**src/rtl/alu_result_fifo.sv**
```systemverilog
// Result FIFO between an ALU and its consumer: stores each result with its op tag,
// flags undefined ops and counts producer stall cycles.
module alu_result_fifo #(
    parameter int DEPTH = 4,
    parameter int WIDTH = 16
) (
    input  logic                     CLK,
    input  logic                     ASYNCRESET,
    input  logic                     in_valid,
    input  logic [WIDTH-1:0]         c,
    input  logic [1:0]               op,
    output logic                     in_ready,
    output logic                     out_valid,
    output logic [WIDTH-1:0]         out_data,
    output logic [1:0]               out_op,
    input  logic                     out_ready,
    output logic [$clog2(DEPTH):0]   count,
    output logic                     bad_op,
    input  logic                     clr_err,
    output logic [7:0]               stall_cnt
);

    localparam int             AW         = $clog2(DEPTH);
    localparam logic [AW:0]    FULL_COUNT = (AW+1)'(DEPTH);

    typedef enum logic [1:0] {
        OP_ADD   = 2'd0,
        OP_SUB   = 2'd1,
        OP_MUL   = 2'd2,
        OP_UNDEF = 2'd3
    } op_e;

    logic [WIDTH-1:0] data_mem [DEPTH];
    op_e              op_mem   [DEPTH];
    logic [AW-1:0]    wr_ptr;
    logic [AW-1:0]    rd_ptr;
    logic             push;
    logic             pop;
    logic             stall;

    // Handshake is derived from registered occupancy only, so in_ready never
    // depends on out_ready in the same cycle.
    always_comb begin
        in_ready  = (count < FULL_COUNT);
        out_valid = (count != '0);
        push      = in_valid & in_ready;
        pop       = out_valid & out_ready;
        stall     = in_valid & ~in_ready;
        out_data  = data_mem[rd_ptr];
        out_op    = op_mem[rd_ptr];
    end

    // NOTE: storage is reset too, so out_data/out_op read 0 rather than X
    // after reset even though the head is not valid.
    always_ff @(posedge CLK or posedge ASYNCRESET) begin
        if (ASYNCRESET) begin
            for (int i = 0; i < DEPTH; i++) begin
                data_mem[i] <= '0;
                op_mem[i]   <= OP_ADD;
            end
        end else if (push) begin
            data_mem[wr_ptr] <= c;
            op_mem[wr_ptr]   <= op_e'(op);
        end
    end

    // NOTE: all state uses non-blocking assignments so every register samples
    // the pre-edge value of its neighbours.
    always_ff @(posedge CLK or posedge ASYNCRESET) begin
        if (ASYNCRESET) begin
            wr_ptr <= '0;
            rd_ptr <= '0;
            count  <= '0;
        end else begin
            if (push) wr_ptr <= wr_ptr + AW'(1);
            if (pop)  rd_ptr <= rd_ptr + AW'(1);
            case ({push, pop})
                2'b10:   count <= count + (AW+1)'(1);
                2'b01:   count <= count - (AW+1)'(1);
                default: count <= count;
            endcase
        end
    end

    // A new undefined-op entry outranks a concurrent clear.
    always_ff @(posedge CLK or posedge ASYNCRESET) begin
        if (ASYNCRESET) begin
            bad_op <= 1'b0;
        end else if (push && (op_e'(op) == OP_UNDEF)) begin
            bad_op <= 1'b1;
        end else if (clr_err) begin
            bad_op <= 1'b0;
        end
    end

    always_ff @(posedge CLK or posedge ASYNCRESET) begin
        if (ASYNCRESET) begin
            stall_cnt <= '0;
        end else if (stall && (stall_cnt != 8'hFF)) begin
            stall_cnt <= stall_cnt + 8'd1;
        end
    end

endmodule

```
**config.mk**
```make
export PLATFORM = sky130hd
export DESIGN_NAME = alu_result_fifo
export DESIGN_NICKNAME = d
export VERILOG_FILES = /design/src/rtl/alu_result_fifo.sv
export SDC_FILE = /design/constraint.sdc
export NUM_CORES = 1
export LEC_CHECK = 0
export ABC_AREA = 0
export BUFFER_PORTS_ARGS = -buffer_cell sky130_fd_sc_hd__buf_2
export CAP_MARGIN = 20
export CORE_MARGIN = 2
export CORE_UTILIZATION = 58
export DETAILED_ROUTE_END_ITERATION = 8
export MAX_ROUTING_LAYER = met4
export PLACE_DENSITY = 0.84
export SETUP_SLACK_MARGIN = 0.05
export SLEW_MARGIN = 0
export SYNTH_ARGS = -nofsm -noshare
export SYNTH_HDL_FRONTEND = slang
export SYNTH_SLANG_ARGS = --single-unit
```
**constraint.sdc**
```tcl
create_clock -name CLK -period 5.3 [get_ports CLK]
set_clock_uncertainty 0.2 [all_clocks]
set_input_delay 1.06 -clock CLK [delete_from_list [all_inputs] [get_ports CLK]]
set_output_delay 1.06 -clock CLK [all_outputs]
set_load 0.05 [all_outputs]
```
== After elaboration in Yosys (flattened, before gate mapping) ==
Cells that the tools add are included.

* Bits in registers: 88
* Bits of input ports: 23
* Output and inout port bits: 32

* Add/subtract/negate cells: 5
* $lt $le $gt $ge: 4
* Equality and inequality tests: 4
* Multiplexer cells: 15
* Bitwise operators: 6
* Reductions and logical operators: 6

{| class="wikitable"
|+ Operators by type and width
! operator !! count
|-
| $bwmux 64 || 1
|-
| $mux 16 || 3
|-
| $bmux 16 s2 || 1
|-
| $demux 16 s2 || 1
|-
| $add 8x1->8 const B || 1
|-
| $bwmux 8 || 1
|-
| $ne 8x8->1 const B || 1
|-
| $ge 3x3->1 const B || 2
|-
| $mux 2 || 3
|-
| $not 2->3 || 2
|-
| $pmux 3 s2 || 1
|-
| $add 2x1->2 const B || 2
|-
| $bmux 2 s2 || 1
|-
| $demux 2 s2 || 1
|-
| $eq 2x2->1 const B || 2
|-
| $reduce_bool 2->1 || 2
|-
| $add 3x1->3 const B || 1
|-
| $and 1x1->1 || 3
|-
| $logic_and 1x1->1 || 3
|-
| $lt 3x1->1 const B || 1
|-
| $lt 3x3->1 const B || 1
|-
| $reduce_bool 3->1 || 1
|-
| $sub 3x1->3 const B || 1
|-
| $eq 2x1->1 const B || 1
|-
| other kinds (2) || 3
|}

== Logic depth before layout (Yosys ltp) ==
Gate-level depths: netlist of the first run.

* Word-level depth: 6
* Mapped depth: 9
* Mapped depth without buffers: 8

== Worst setup path after synthesis of the first run ==
OpenSTA, ideal clock, no wires.

* Kind: flip-flop to output port
* From: register count[2]
* To: output out_valid
* Data arrival time: 1.593 ns
* Slack: 2.447 ns
* Stages on the path, launching flop included: 3
* Cell sequence: dfrtp_1 inv_1 nand3_1

* Longest elaborated chain between the ends: 1

{| class="wikitable"
|+ RTL lines
! element !! line !! RTL
|-
| from (decl) || 17 || <nowiki>output logic [$clog2(DEPTH):0] count,</nowiki>
|-
| from (signal assigned) || 78 || <nowiki>2'b10: count <= count + (AW+1)'(1);</nowiki>
|-
| from (signal assigned) || 79 || <nowiki>2'b01: count <= count - (AW+1)'(1);</nowiki>
|-
| from (signal assigned) || 80 || <nowiki>default: count <= count;</nowiki>
|-
| $reduce_bool 3->1 || 45 || <nowiki>out_valid = (count != '0);</nowiki>
|-
| to (decl) || 13 || <nowiki>output logic out_valid,</nowiki>
|}

Every way passes these cells.

== Final worst setup path of the first run ==
* From: register rd_ptr[0]
* To: output out_op[1]

* Longest elaborated chain between the ends: 4

{| class="wikitable"
|+ RTL lines
! element !! line !! RTL
|-
| from (decl) || 36 || <nowiki>logic [AW-1:0] rd_ptr;</nowiki>
|-
| from (signal assigned) || 76 || <nowiki>if (pop) rd_ptr <= rd_ptr + AW'(1);</nowiki>
|-
| $not 2->3 (implied by the code) || 50 || <nowiki>out_op = op_mem[rd_ptr];</nowiki>
|-
| $bmux 2 s2 || 50 ||
|-
| $mux 2 (implied by the code) (2 in a row) || 50 ||
|-
| to (decl) || 15 || <nowiki>output logic [1:0] out_op,</nowiki>
|}

Every way passes these cells. The select of a mux whose other input is x is not followed.

==> metrics.txt, run 1 <==
most frequent cells in the layout=dfrtp_1 (88), buf_2 (54), mux2_4 (40), mux2_2 (35), mux4_2 (18); dpl ws=1990 ps; synthesis-to-finish area growth=11.7%; MaxCap Viol Count=0; worst slew pin tran=1010 ps; hold slack=307 ps; remaining antenna violation count after routing=0; antenna diode count=0; Required @ worst endpoint=4040 ps; Yosys reg bits=88; Cell Rows=31; Mapped Area=4210 um2; CP Buf/Inv Count=1; DP Wirelength=4830 um; Max Slew Vio Count=0; Yosys warnings=0; TritonCTS buffer count=9; Setup Crit Path Kind=reg2out; type of origin of the critical path=register; RSZ-0062 raised after global routing=no; total wire length=7340 um; Core Area=7140 um2; status=finished clean; CTS tree=yes; Post-Syn Area per Cell=16.8 um2; routed len/inst=17.8 um; Synth async-reset ratio=1.00; DIE AREA=7950 um2; Worst Setup End Kind=output pin; die height=89.2 um; via/cell ratio=5.46; first-pass GRT wire length=12,000 um; routability congestion estimate from global placement=0.725; critical-path cell list=mux4_2, buf_2; H-Tree Depth=3; PnR worst setup slack=1840 ps; Syn Nets=281; CTS Hold Buffers Added=0; Final setup viols=0; Clock Path Buffers=2; clock tree root buffer cell=clkbuf_8; Starting DRT DRC Count=126; fin nets=339; most common cell after layout, fill and taps aside=dfrtp_1; relative slew slack=0.323; min-delay worst type=reg2reg; largest stage delay on the critical path=1020 ps; All-Layer GR Usage=0.209; slowest CP cell=dfrtp_1; initial antenna violation count=0; DRC viols=0; IO Port Bufs=54; Synth Instances=251; footprint of the multi-input gates=1840 um2; vias in the first global route=2,325; Layout fillers=528; Die X=89.2 um; Final period util=0.652; Netlist cell types=29; total number of vias=2,255; Register Area=2200 um2; fmax=289 MHz; Sum Neg Setup Slack=0 ps; Overflow after GRT=0; layout cells sized above 1=0.548; Worst Setup SP=rd_ptr[0]$_DFFE_PP0P_; Initial Utilization=0.589; CP top delay family=flip-flops; post-CTS sizing=0; minimum clock period=3460 ps; post-layout util=0.658; critical-path maximum fanout=20; min-delay src=data_mem[44]$_DFFE_PP0P_; TritonCTS Sinks=88; Top FF cell, synth=dfrtp_1; Skew-Pair Late Insertion Delay=350 ps; Post-synth EDFFs=0; First-pass DRT Iterations=4; Fin. Hold Viols=0; largest net degree at the start of global routing=51; post-CTS setup buffer count=0; # IOs=55; register area share after synthesis=0.523; Worst Path Arrival=2200 ps; FF-to-FF Start=count[2]$_DFFE_PP0P_; clock-pin slew on the worst setup and hold paths=90 ps
-- layout make-up --
| type | count | area share |
|---|---|---|
| clock inverter | 6 | 0.0144 |
| sequential | 88 | 0.469 |
| multi-input combinational | 143 | 0.392 |
| inverter | 11 | 0.00905 |
| clock buffer | 10 | 0.0293 |
| timing repair buffer | 56 | 0.0607 |
| tap | 99 | 0.0264 |
-- cell families (layout without fill, tap and decap cells) --
family | Yosys count | count (layout) | synth area share
multiplexers | 96 | 96 | 0.340
flip-flops | 88 | 88 | 0.523
AND/OR/NAND/NOR | 24 | 24 | 0.0428
buffers and inverters | 20 | 83 | 0.0390
AO/OA/AOI/OAI | 8 | 8 | 0.0155
XOR/XNOR | 8 | 8 | 0.0167
adder cells (fa/ha/maj) | 7 | 7 | 0.0226
-- worst register-to-register path, delay by kind of cell (launching register included) --
kind	cells	cell delay [ps]
adders and majority gates	2	690
buffers and inverters	2	200
DFF	1	460
muxes	1	160
and+or+nand+nor	1	820
-- cell usage after synthesis (all sizes together) (2+ instances only) --
cell,number,area (um2)
nand3,4,20.0
nand2,9,98.9
xor2,3,26.3
mux2,75,995
mux2i,3,30.0
nor3,2,10.0
nand2b,2,12.5
inv,11,41.3
buf,9,123
xnor2,5,43.8
ha,6,75.1
mux4,18,405
dfrtp,88,2200
nor2,4,15.0
o21ai,2,10.0
-- worst paths after layout --
kind,end,slack [ps],cells after the start
setup / recovery,out_op[1],1840,2
min in group asynchronous,data_mem[49]$_DFFE_PP0P_,640,2
hold / removal,data_mem[44]$_DFFE_PP0P_,310,1
setup reg to reg,count[1]$_DFFE_PP0P_,2700,6
hold reg to reg,data_mem[44]$_DFFE_PP0P_,310,1
max in group asynchronous,stall_cnt[3]$_DFFE_PP0P_,3240,3
-- layer usage --
metal  wire length [um]  share of wire  GRT usage  vias up
li1                   -              -          -     1027
met1               3370           0.46      0.285     1176
met2               3630           0.49      0.320       47
met3                284          0.039     0.0526        5
met4                 52         0.0071     0.0475        0
met5                  0              0          -        -
-- through the flow --
step	instances	cell area, um2
final	413	4700
after global routing	413	4700
after CTS	413	4700
after detailed placement	397	4490
after global placement	397	4490
after floorplan	251	4210
-- state kept, by name, indices dropped and copies added, names as in the netlist --
register,flops
wr_ptr,2
rd_ptr,2
data_mem,64
bad_op,1
op_mem,8
stall_cnt,8
count,3
Power of run 1 is not shown: default switching activity piles up to over one toggle a cycle in this logic, so the estimate is an artifact.
==> run 2: changes to the inputs <==
CORE_UTILIZATION = 52   (was 58)
PLACE_DENSITY = 0.8   (was 0.84)
clock period = 3 ns   (was 5.3 ns; I/O delays follow)
==> run 2 against run 1 <==
Effect of this change: via count up 0.98%; setup slack worse by 1600 ps; critical path depth up 1; routed wire length down 0.38%; register-to-register slack worse by 1700 ps; core utilization down 4.7 points; global-route usage down 1.7 points; sequential cell count unchanged; die area up 11%.
==> metrics.txt, run 2 (synthesis results as in run 1) <==
status=finished clean (unchanged); Worst Path Arrival=1920 ps (was 2200 ps); biggest regs=data_mem: 64 flops, op_mem: 8 flops, stall_cnt: 8 flops (unchanged); initial antenna violation count=0 (unchanged); Final period util=0.906; synthesis-to-finish area growth=13.0% (was 11.7%); Final setup viols=0 (unchanged); # IOs=55 (unchanged); Setup Crit Path Kind=reg2out (unchanged); most frequent cells in the layout=dfrtp_1 (88), buf_2 (54), mux2_4 (40), mux2_2 (35), mux4_2 (18) (unchanged); Starting DRT DRC Count=71 (was 126); TritonCTS buffer count=9 (unchanged); via/cell ratio=5.43 (was 5.46); Required @ worst endpoint=2200 ps (was 4040 ps); Cell Rows=32 (was 31); most common cell after layout, fill and taps aside=dfrtp_1 (unchanged); post-CTS sizing=0 (unchanged); Skew-Pair Late Insertion Delay=360 ps (was 350 ps); vias in the first global route=2,465 (was 2,325); Max Slew Vio Count=0 (unchanged); clock tree root buffer cell=clkbuf_8 (unchanged); post-CTS setup buffer count=0 (unchanged); H-Tree Depth=3 (unchanged); Fin. Hold Viols=0 (unchanged); critical-path maximum fanout=13 (was 20); max FFs per register=64 (unchanged); total number of vias=2,277 (was 2,255); Overflow after GRT=0 (unchanged); Die X=93.9 um (was 89.2 um); relative slew slack=0.550 (was 0.323); Worst Setup End Kind=output pin (unchanged); Reg with most FFs=data_mem (unchanged); DP Wirelength=4980 um (was 4830 um); Sum Neg Setup Slack=0 ps (unchanged); fmax=368 MHz; min-delay worst type=in2async (was reg2reg); layout cells sized above 1=0.552 (was 0.548); IO Port Bufs=54 (unchanged); type of origin of the critical path=register (unchanged); DRC viols=0 (unchanged); worst slew pin tran=674 ps (was 1010 ps); Layout fillers=594 (was 528); CTS tree=yes (unchanged); Clock Path Buffers=2 (unchanged); MaxCap Viol Count=0 (unchanged); fin nets=342 (was 339); Initial Utilization=0.542 (was 0.589); total wire length=7310 um (was 7340 um); Register Area=2200 um2 (unchanged); First-pass DRT Iterations=4 (unchanged); routability congestion estimate from global placement=0.718 (was 0.725); RSZ-0062 raised after global routing=no (unchanged); minimum clock period=2720 ps; antenna diode count=0 (unchanged); Core Area=7770 um2 (was 7140 um2); first-pass GRT wire length=12,400 um (was 12,000 um); remaining antenna violation count after routing=0 (unchanged); largest net degree at the start of global routing=36 (was 51); footprint of the multi-input gates=1840 um2 (unchanged); clock-pin slew on the worst setup and hold paths=100 ps (was 90 ps); DIE AREA=8820 um2 (was 7950 um2); All-Layer GR Usage=0.191 (was 0.209); die height=93.9 um (was 89.2 um); routed len/inst=17.4 um (was 17.8 um); CTS Hold Buffers Added=0 (unchanged); TritonCTS Sinks=88 (unchanged)
[run 2: changes by cell type in the layout (fill, tap and decap cells not counted), sizes merged]
| cell | previous run | this run |
|---|---|---|
| clkbuf | 10 | 9 |
| buf | 56 | 59 |
| inv | 11 | 15 |
| bufinv | 1 | 0 |
| clkinv | 3 | 2 |
| clkinvlp | 2 | 1 |
[run 2: cell type report]
class / instances / share of cell area
Tap cell: 102 / 0.0268
Sequential cell: 88 / 0.463
Clock inverter: 7 / 0.0145
Clock buffer: 9 / 0.0261
Multi-Input combinational cell: 143 / 0.387
Inverter: 11 / 0.00948
Timing Repair Buffer: 59 / 0.0727
[run 2: routing by layer]
layer | track usage | part of all wire | wire, um | vias up
li1 | - | - | - | 1039
met1 | 0.248 | 0.46 | 3360 | 1181
met2 | 0.296 | 0.48 | 3510 | 50
met3 | 0.0554 | 0.048 | 354 | 7
met4 | 0.0580 | 0.012 | 87 | 0
met5 | - | 0 | 0 | -
[run 2: critical path, cell delays in order (launching register included)]
cell     delay (ps)
dfrtp_1         600
buf_12          220
mux4_2          510
buf_2           230
[run 2: final timing paths]
kind	start	slack [ps]	cells after the start	to
min	ASYNCRESET	120	2	data_mem[63]$_DFFE_PP0P_
max	rd_ptr[1]$_DFFE_PP0P_	280	3	out_data[2]
max reg2reg	count[2]$_DFFE_PP0P_	980	7	count[2]$_DFFE_PP0P_
min in group CLK	clr_err	220	2	bad_op$_DFFE_PP0P_
max in group asynchronous	ASYNCRESET	1720	3	data_mem[40]$_DFFE_PP0P_
min reg2reg	data_mem[13]$_DFFE_PP0P_	310	1	data_mem[13]$_DFFE_PP0P_
[run 2: through the flow]
step	hold slack (ps)	cells	worst slack (ps)	area [um2]	utilization
floorplan	274	251	607	4210	-
global placement	283	403	655	4560	0.587
detailed placement	291	403	651	4560	0.587
CTS	121	419	232	4750	0.612
global route	150	419	162	4750	0.612
finish	116	419	282	4750	0.612
Power of run 2 is left out for the same reason.
==> run 3: changes to the inputs <==
RECOVER_POWER = 100   (was default)
==> run 3 against run 2 <==
Effect of this change: setup slack worse by 27 ps; hold slack improved by 110 ps; global-route usage did not move; core utilization decreased by 3.0 points; critical path type unchanged; highest routed layer unchanged.
==> metrics.txt, run 3 (synthesis results as in run 1) <==
CP Buf/Inv Count=2 (unchanged); Layout fillers=658 (was 594); CTS Hold Buffers Added=0 (unchanged); PnR worst setup slack=255 ps (was 282 ps); fmax=364 MHz (was 368 MHz); Setup Crit Path Kind=reg2out (unchanged); Initial Utilization=0.542 (unchanged); TritonCTS buffer count=9 (unchanged); IO Port Bufs=54 (unchanged); CP top delay family=flip-flops (unchanged); largest net degree at the start of global routing=36 (unchanged); remaining antenna violation count after routing=0 (unchanged); initial antenna violation count=0 (unchanged); hold slack=222 ps (was 116 ps); routed len/inst=17.0 um (was 17.4 um); most common cell after layout, fill and taps aside=dfrtp_1 (unchanged); post-CTS sizing=0 (unchanged); Skew-Pair Late Insertion Delay=360 ps (about the same); clock tree root buffer cell=clkbuf_8 (unchanged); minimum clock period=2750 ps (was 2720 ps); first-pass GRT wire length=12,400 um (unchanged); total number of vias=2,272 (was 2,277); Inst Count DP=403 (unchanged); critical-path cell list=buf_12, mux4_2, clkbuf_2 (was buf_12, mux4_2, buf_2); via/cell ratio=5.42 (was 5.43); DP Wirelength=4980 um (unchanged); Final setup viols=0 (unchanged); Core Area=7770 um2 (unchanged); Die X=93.9 um (unchanged); largest stage delay on the critical path=600 ps (about the same); Overflow after GRT=0 (unchanged); biggest regs=data_mem: 64 flops, op_mem: 8 flops, stall_cnt: 8 flops (unchanged); DIE AREA=8820 um2 (unchanged); TritonCTS Sinks=88 (unchanged); fin nets=342 (unchanged); relative slew slack=0.132 (was 0.550); RSZ-0062 raised after global routing=no (unchanged); Fin. Hold Viols=0 (unchanged); R2R setup slack=410 ps (was 980 ps); worst slew pin tran=1290 ps (was 674 ps); H-Tree Depth=3 (unchanged); Cell Rows=32 (unchanged); synthesis-to-finish area growth=7.47% (was 13.0%); Reg with most FFs=data_mem (unchanged); capturing point of the worst reg2reg path=data_mem[40]$_DFFE_PP0P_ (was count[2]$_DFFE_PP0P_); critical-path maximum fanout=13 (unchanged); antenna diode count=0 (unchanged); Sum Neg Setup Slack=0 ps (unchanged); max FFs per register=64 (unchanged); Required @ worst endpoint=2200 ps (about the same); routability congestion estimate from global placement=0.718 (unchanged); worst reg-to-reg path cell count=4 (was 7); Worst Setup End Kind=output pin (unchanged); dpl ws=651 ps (unchanged); cell depth of the worst setup path=3 (unchanged); non-filler instance count after layout=419 (unchanged); most frequent cells in the layout=dfrtp_1 (88), mux2_1 (40), mux2_2 (35), buf_2 (24), clkbuf_1 (19) (was dfrtp_1 (88), buf_2 (54), mux2_4 (40), mux2_2 (35), mux4_2 (18)); post-CTS setup buffer count=0 (unchanged); type of origin of the critical path=register (unchanged); Clock Path Buffers=2 (unchanged); clock-pin slew on the worst setup and hold paths=100 ps (about the same); CTS tree=yes (unchanged); Worst Path Arrival=1950 ps (was 1920 ps); min-delay worst type=in2reg (was in2async); First-pass DRT Iterations=4 (unchanged); DRC viols=0 (unchanged); worst setup path end=out_data[2] (unchanged); Final period util=0.915 (was 0.906); status=finished clean (unchanged); vias in the first global route=2,465 (unchanged); slowest CP cell=dfrtp_1 (unchanged); # IOs=55 (unchanged); total wire length=7120 um (was 7310 um); layout cells sized above 1=0.360 (was 0.552); All-Layer GR Usage=0.191 (unchanged); Starting DRT DRC Count=75 (was 71); Worst Setup SP=rd_ptr[1]$_DFFE_PP0P_ (unchanged); die height=93.9 um (unchanged); FF-to-FF Start=count[2]$_DFFE_PP0P_ (unchanged); Max Slew Vio Count=0 (unchanged); MaxCap Viol Count=0 (unchanged)
## run 3: cell type report
class / count / area (um2) / area share
clock inverters: 7 / 68.8 / 0.0152
multi-input cells: 143 / 1650 / 0.366
clock buffers: 9 / 124 / 0.0274
well taps: 102 / 128 / 0.0282
inverters: 11 / 42.5 / 0.00941
repair buffers: 59 / 302 / 0.0667
flip-flops and latches: 88 / 2200 / 0.487
## run 3: layer usage
metal | global-route usage | up-vias | wire length (um)
li1 | - | 1043 | -
met5 | - | - | 0
met4 | 0.0580 | 0 | 93
met1 | 0.248 | 1168 | 3210
met3 | 0.0554 | 8 | 350
met2 | 0.296 | 53 | 3460
## run 3: worst min-delay path by stage
stage | to | slack (ps) | cells past startpoint | start
finish | bad_op$_DFFE_PP0P_ | 220 | 2 | clr_err
global route | bad_op$_DFFE_PP0P_ | 210 | 2 | clr_err
CTS | data_mem[63]$_DFFE_PP0P_ | 120 | 2 | ASYNCRESET
detailed placement | data_mem[43]$_DFFE_PP0P_ | 290 | 1 | data_mem[43]$_DFFE_PP0P_
global placement | data_mem[13]$_DFFE_PP0P_ | 280 | 1 | data_mem[13]$_DFFE_PP0P_
floorplan | data_mem[44]$_DFFE_PP0P_ | 270 | 1 | data_mem[44]$_DFFE_PP0P_
## run 3: stage by stage
step / util / area, um2
6_report: 0.582 / 4520
5_1_grt: 0.582 / 4520
4_1_cts: 0.612 / 4750
3_5_place_dp: 0.587 / 4560
3_3_place_gp: 0.587 / 4560
2_1_floorplan: - / 4210
Power of run 3 is left out for the same reason.
